<file path="config.mk">
export PLATFORM = sky130hd
export DESIGN_NAME = seg_scan_mux
export DESIGN_NICKNAME = d
export VERILOG_FILES = /design/src/rtl/seg_pkg.sv /design/src/rtl/seg7_decode.sv /design/src/rtl/seg_scan_mux.sv
export SDC_FILE = /design/constraint.sdc
export NUM_CORES = 1
export LEC_CHECK = 0
export CORE_UTILIZATION = 55
export DETAILED_ROUTE_END_ITERATION = 7
export MAX_ROUTING_LAYER = met4
export PLACE_DENSITY = 0.81
export SLEW_MARGIN = 20
export SYNTH_ARGS = -nofsm -noshare
export SYNTH_HDL_FRONTEND = slang
export SYNTH_SLANG_ARGS = --single-unit
</file>
<file path="constraint.sdc">
create_clock -name clk -period 2.9 [get_ports clk]
set_input_delay 0.435 -clock clk [delete_from_list [all_inputs] [get_ports clk]]
set_output_delay 0.435 -clock clk [all_outputs]
set_load 0.05 [all_outputs]
</file>
<file path="src/rtl/seg_pkg.sv">
// rtl/seg_pkg.sv - shared code constants and segment patterns for the seven-segment scanner
//
// Purpose: code width, special code values and active-low segment patterns
// ({a,b,c,d,e,f,g} on bits [6:0]) shared by seg7_decode and seg_scan_mux.
// Ports: none (package).
package seg_pkg;

  localparam int SEG_CODE_W = 5;

  typedef logic [SEG_CODE_W-1:0] seg_code_t;
  typedef logic [6:0]            seg_pat_t;

  localparam seg_code_t SEG_CODE_DASH  = 5'd16;
  localparam seg_code_t SEG_CODE_BLANK = 5'd17;

  localparam seg_pat_t SEG_PAT_OFF  = 7'b1111111;
  localparam seg_pat_t SEG_PAT_DASH = 7'b1111110;

  // Entry n is the pattern for hex value n (0-9, A, b, C, d, E, F).
  localparam logic [15:0][6:0] SEG_PAT_HEX = {
    7'h38, 7'h30, 7'h42, 7'h31, 7'h60, 7'h08, 7'h04, 7'h00,
    7'h0F, 7'h20, 7'h24, 7'h4C, 7'h06, 7'h12, 7'h4F, 7'h01
  };

endpackage

</file>
<file path="src/rtl/seg7_decode.sv">
// rtl/seg7_decode.sv - combinational 5-bit code to active-low 7-segment decoder
//
// Purpose: codes 0-15 show hex digits, 16 shows a dash, 17-31 are blank.
// Ports:
//   code  - 5-bit display code
//   seg_n - segments {a,b,c,d,e,f,g} on [6:0], active-low
module seg7_decode
  import seg_pkg::*;
(
  input  logic [SEG_CODE_W-1:0] code,
  output logic [6:0]            seg_n
);

  always_comb begin
    seg_n = SEG_PAT_OFF;
    if (code[4] == 1'b0) begin
      seg_n = SEG_PAT_HEX[code[3:0]];
    end else if (code == SEG_CODE_DASH) begin
      seg_n = SEG_PAT_DASH;
    end
  end

endmodule

</file>
<file path="src/rtl/seg_scan_mux.sv">
// rtl/seg_scan_mux.sv - multiplexed seven-segment display scanner with double-buffered data
//
// Purpose: time-multiplexes NUM_DIGITS digits, REFRESH_DIV clocks per digit slot,
// with BLANK_CYC anode-off guard cycles at the start of each slot. New data
// loaded with load is held pending and committed only at the end of a frame.
// Optional macro SEG_BLINK_EN adds per-digit blinking (blink_mask, BLINK_DIV).
// Ports:
//   clk, rst_n  - clock (rising edge), synchronous active-low reset
//   enable      - scan enable; low blanks the display and parks the scan at digit 0
//   digits_in   - 5-bit code per digit, digit k at [5k+4:5k], digit 0 rightmost
//   dp_in       - decimal point per digit, 1 = lit
//   load        - one-cycle strobe capturing digits_in/dp_in into the pending buffer
//   blink_mask  - per-digit blink select (SEG_BLINK_EN only)
//   seg_n, dp_n - registered active-low segments and decimal point
//   an_n        - registered active-low anodes, at most one low
//   frame_done  - one-cycle pulse at each scan wrap
module seg_scan_mux
  import seg_pkg::*;
#(
  parameter int NUM_DIGITS  = 4,
  parameter int REFRESH_DIV = 100000,
  parameter int BLANK_CYC   = 2,
  parameter int BLINK_DIV   = 25000000
) (
  input  logic                           clk,
  input  logic                           rst_n,
  input  logic                           enable,
  input  logic [SEG_CODE_W*NUM_DIGITS-1:0] digits_in,
  input  logic [NUM_DIGITS-1:0]          dp_in,
  input  logic                           load,
`ifdef SEG_BLINK_EN
  input  logic [NUM_DIGITS-1:0]          blink_mask,
`endif
  output logic [6:0]                     seg_n,
  output logic                           dp_n,
  output logic [NUM_DIGITS-1:0]          an_n,
  output logic                           frame_done
);

  localparam int IDX_W = (NUM_DIGITS > 1) ? $clog2(NUM_DIGITS) : 1;
  localparam int DIV_W = $clog2(REFRESH_DIV);
  localparam int BUF_W = SEG_CODE_W * NUM_DIGITS;

  localparam logic [IDX_W-1:0] IDX_LAST  = IDX_W'(NUM_DIGITS - 1);
  localparam logic [DIV_W-1:0] DIV_LAST  = DIV_W'(REFRESH_DIV - 1);
  localparam logic [DIV_W-1:0] GUARD_END = DIV_W'(BLANK_CYC);

  // Elaboration-time parameter range checks.
  if (NUM_DIGITS < 1 || NUM_DIGITS > 8) begin : g_bad_digits
    $error("seg_scan_mux: NUM_DIGITS out of range");
  end
  if (REFRESH_DIV < 4 || BLANK_CYC < 1 || BLANK_CYC > REFRESH_DIV - 2) begin : g_bad_slot
    $error("seg_scan_mux: REFRESH_DIV/BLANK_CYC out of range");
  end
  if (BLINK_DIV < 2) begin : g_bad_blink
    $error("seg_scan_mux: BLINK_DIV out of range");
  end

  logic [DIV_W-1:0]      div_cnt;
  logic [IDX_W-1:0]      idx;
  logic [BUF_W-1:0]      pend_codes, disp_codes;
  logic [NUM_DIGITS-1:0] pend_dp, disp_dp;
  logic                  pend;
  logic                  slot_last, frame_wrap, blank_digit;
  logic [SEG_CODE_W-1:0] cur_code;
  logic [6:0]            dec_seg;

  assign slot_last  = (div_cnt == DIV_LAST);
  assign frame_wrap = enable && slot_last && (idx == IDX_LAST);
  assign cur_code   = disp_codes[idx*SEG_CODE_W +: SEG_CODE_W];

  seg7_decode u_decode (
    .code  (cur_code),
    .seg_n (dec_seg)
  );

  always_ff @(posedge clk) begin
    if (!rst_n) begin
      div_cnt <= '0;
      idx     <= '0;
    end else if (!enable) begin
      div_cnt <= '0;
      idx     <= '0;
    end else if (slot_last) begin
      div_cnt <= '0;
      idx     <= (idx == IDX_LAST) ? '0 : idx + 1'b1;
    end else begin
      div_cnt <= div_cnt + 1'b1;
    end
  end

  // A load landing on the frame wrap bypasses the pending buffer so it is
  // shown in the very next frame; otherwise the latest pending load commits.
  always_ff @(posedge clk) begin
    if (!rst_n) begin
      pend_codes <= {NUM_DIGITS{SEG_CODE_BLANK}};
      disp_codes <= {NUM_DIGITS{SEG_CODE_BLANK}};
      pend_dp    <= '0;
      disp_dp    <= '0;
      pend       <= 1'b0;
    end else begin
      if (load) begin
        pend_codes <= digits_in;
        pend_dp    <= dp_in;
      end
      if (frame_wrap) begin
        pend <= 1'b0;
        if (load) begin
          disp_codes <= digits_in;
          disp_dp    <= dp_in;
        end else if (pend) begin
          disp_codes <= pend_codes;
          disp_dp    <= pend_dp;
        end
      end else if (load) begin
        pend <= 1'b1;
      end
    end
  end

`ifdef SEG_BLINK_EN
  localparam int BLK_W = $clog2(BLINK_DIV);
  localparam logic [BLK_W-1:0] BLK_LAST = BLK_W'(BLINK_DIV - 1);

  logic [BLK_W-1:0] blink_cnt;
  logic             blink_phase;

  always_ff @(posedge clk) begin
    if (!rst_n) begin
      blink_cnt   <= '0;
      blink_phase <= 1'b0;
    end else if (blink_cnt == BLK_LAST) begin
      blink_cnt   <= '0;
      blink_phase <= ~blink_phase;
    end else begin
      blink_cnt <= blink_cnt + 1'b1;
    end
  end

  assign blank_digit = blink_phase & blink_mask[idx];
`else
  assign blank_digit = 1'b0;
`endif

  // Segment data follows the selected digit even in the guard cycles;
  // only the anodes are held off there.
  always_ff @(posedge clk) begin
    if (!rst_n) begin
      an_n       <= '1;
      seg_n      <= SEG_PAT_OFF;
      dp_n       <= 1'b1;
      frame_done <= 1'b0;
    end else begin
      frame_done <= frame_wrap;
      if (!enable) begin
        an_n  <= '1;
        seg_n <= SEG_PAT_OFF;
        dp_n  <= 1'b1;
      end else begin
        an_n  <= (div_cnt < GUARD_END) ? '1 : ~(NUM_DIGITS'(1) << idx);
        seg_n <= blank_digit ? SEG_PAT_OFF : dec_seg;
        dp_n  <= blank_digit | ~disp_dp[idx];
      end
    end
  end

endmodule

</file>
==> results.json <==
{
  "chipWidth_um": 81.8,
  "yosys.area_share.xor_xnor": 0.0275,
  "syn_to_final_growth_pct": 19.0,
  "slew_headroom": 0.550,
  "ys_warn_count": 0,
  "power_density_mw_per_mm2": 529,
  "ir_drop_v": 0.000481,
  "grt_pass1_wl_um": 10600,
  "r2r_start": "idx[0]",
  "overflow": 0,
  "drt-pass1-iter-count": 6,
  "hpwl_um": 4430,
  "antenna_cells": 0,
  "synth_top_family_by_area": "multiplexers",
  "critPathLaunch": "idx[0]",
  "ys_seq_area_frac": 0.463,
  "synthCells": 335,
  "net-switching-power_uw": 439,
  "synth_area_mm2": 0.00351,
  "dieArea_mm2": 0.00670,
  "clk_root_buffer_cell": "clkbuf_8",
  "synth_seq_cells": 81,
  "antenna_left": 0,
  "synth_fp_nets": 373,
  "vias_per_cell": 5.36,
  "tritoncts": "built",
  "wl_per_cell_um": 13.8,
  "hold_viol_final": 0,
  "synthMuxAreaShare": 0.196,
  "crit_end": "seg_n[0]",
  "startpoint_type": "register",
  "reg2regPathDepth": 5,
  "status": "finished, final reports clean",
  "post-route-period-util": 0.832,
  "grt_max_degree": 27,
  "synth-compound-area-share": 0.0489,
  "required_ns": 3.11,
  "num_rows": 28,
  "hold_slack_ns": 0.460,
  "hold_buffers": 0,
  "r2r-end": "seg_n[0]",
  "drtIter0Drc": 107,
  "critPathMaxFanout": 11,
  "grt_pass1_vias": 2337,
  "wirelength_um": 6250,
  "cp-end-kind": "register",
  "synthAdderAreaFrac": 0.0357,
  "netSwitchingFraction": 0.199,
  "seq_power_share": 0.517,
  "h-tree-depth": 3,
  "criticalPathCategory": "register to register",
  "cts_made_buffers": 9,
  "synth_cell_types": 40,
  "power.share.clock": 0.434,
  "setup-violations-final": 0,
  "slew_viol_final": 0,
  "ios": 41,
  "critPathArrivalTime_ns": 2.63,
  "synth-simple-area-share": 0.192,
  "gp_congestion": 0.840,
  "rrSetupSlack_ns": 0.49,
  "rsz0062_at_grt": "no",
  "drc": 0,
  "tightest_slew_ns": 0.674,
  "grt_use_total": 0.220,
  "fmax_mhz": 415,
  "final_common_cell": "dfxtp_1",
  "cts_setup_buffers": 0,
  "clkSlewWorstSetupHoldPaths_ns": 0.08,
  "io_buffer_count": 40,
  "holdCritPathClass": "register to register",
  "ys.flop_type": "dfxtp_1",
  "maxCapViolCount": 0,
  "synth_edf_count": 0,
  "antenna_found_initial": 0,
  "drive_above_1_share": 0.138,
  "min-delay-start": "div_cnt[0]",
  "fin_nets": 409,
  "internal-power_uw": 1770,
  "clock-sinks": 81,
  "p_leak_uw": 0.00157,
  "post-route-min-period_ns": 2.41,
  "core_area_mm2": 0.00603,
  "initial_utilization": 0.582,
  "fin_skew_ns": 0.00766,
  "setup_tns_ns": 0,
  "combinationalPowerShare": 0.049,
  "die_y_um": 81.8,
  "fillers": 481,
  "vias": 2416,
  "clock_latency_ns": 0.35,
  "post_cts_resize_count": 0,
  "cts_max_path_buffers": 2,
  "synth_area_per_cell_um2": 10.5,
  "final_cell_mix": "dfxtp_1 (81), clkdlybuf4s50_1 (40), mux2i_1 (26), mux2_2 (24), nand2_1 (23)",
  "synthArstFlopShare": 0
}
-- metrics by stage --
stage | util | instances | worst slack (ns) | total power, uW | instance area (um2)
detailed placement | 0.653 | 435 | 0.469 | 1280 | 3940
CTS | 0.692 | 451 | 0.458 | 2230 | 4170
finish | 0.692 | 451 | 0.488 | 2210 | 4170
global route | 0.692 | 451 | 0.321 | 2280 | 4170
floorplan | - | 335 | 0.687 | 1220 | 3510
global placement | 0.653 | 435 | 0.505 | 1270 | 3940
-- logic make-up (layout without fill, tap and decap cells) --
kind of cell / Yosys count / in the layout
simple gates: 121 / 121
flops: 81 / 81
mux: 57 / 57
buf+inv: 29 / 70
compound gates: 26 / 26
xor+xnor: 11 / 11
fa+ha+maj: 10 / 10
-- flip-flops by register name, summed over array words and instances (netlist names) --
name        flops
frame_done      1
disp_dp         4
disp_codes     20
idx             2
div_cnt        17
an_n            4
pend            1
pend_dp         4
dp_n            1
pend_codes     20
seg_n           7
-- layout make-up --
| type | count | area (um2) | area share |
|---|---|---|---|
| well taps | 75 | 93.8 | 0.0225 |
| repair buffers | 44 | 430 | 0.103 |
| inverters | 10 | 37.5 | 0.00900 |
| flip-flops and latches | 81 | 1620 | 0.389 |
| multi-input cells | 225 | 1750 | 0.420 |
| clock inverters | 5 | 104 | 0.0249 |
| clock buffers | 11 | 131 | 0.0315 |
-- worst max-delay path, stage by stage, from the launching register on --
cell and delay (ns):
dfxtp_1 0.66, mux4_2 0.63, ha_1 0.26, or4b_1 0.52, o31ai_1 0.08, o311ai_1 0.12
-- how the worst min path moves through the flow --
stage                 endpoint  slack [ns]  cells after the start
finish              div_cnt[0]        0.46                      1
global route        div_cnt[0]        0.48                      1
CTS                 div_cnt[0]        0.46                      1
detailed placement  div_cnt[0]        0.44                      1
global placement    div_cnt[0]        0.43                      1
floorplan           div_cnt[0]        0.42                      1
-- synthesized netlist by cell type (4+ instances only) --
| cell | count | area share |
|---|---|---|
| nor3_1 | 4 | 0.0057 |
| dfxtp_1 | 81 | 0.46 |
| nand4_1 | 6 | 0.011 |
| mux2i_1 | 26 | 0.074 |
| xor2_1 | 6 | 0.015 |
| and2_1 | 16 | 0.029 |
| o211ai_1 | 5 | 0.011 |
| a21oi_1 | 6 | 0.0086 |
| clkbuf_1 | 11 | 0.012 |
| ha_1 | 10 | 0.036 |
| o21ai_0 | 6 | 0.0086 |
| inv_1 | 10 | 0.011 |
| nand2b_1 | 11 | 0.020 |
| nor2b_1 | 16 | 0.029 |
| xnor2_1 | 5 | 0.012 |
| or3_1 | 4 | 0.0071 |
| mux4_2 | 7 | 0.045 |
| buf_2 | 6 | 0.0086 |
| nand3_1 | 7 | 0.010 |
| mux2_2 | 24 | 0.077 |
| nor2_1 | 18 | 0.019 |
| nand2_1 | 23 | 0.025 |
-- per-layer routing --
layer | vias to the layer above | wire length, um | track usage
met5 | - | 0 | -
met4 | 0 | 102 | 0.0737
met3 | 9 | 208 | 0.0667
met2 | 45 | 3170 | 0.368
met1 | 1127 | 2770 | 0.249
li1 | 1235 | - | -
-- power groups by stage --
stage	Clock, uW	Combinational, uW	Sequential (uW)
after detailed placement	0	109	1170
after floorplan	0	56.2	1160
after global placement	0	107	1170
after global routing	1020	119	1140
final	958	108	1140
after CTS	976	110	1140
Note: power is estimated with default switching activity, not from simulation.
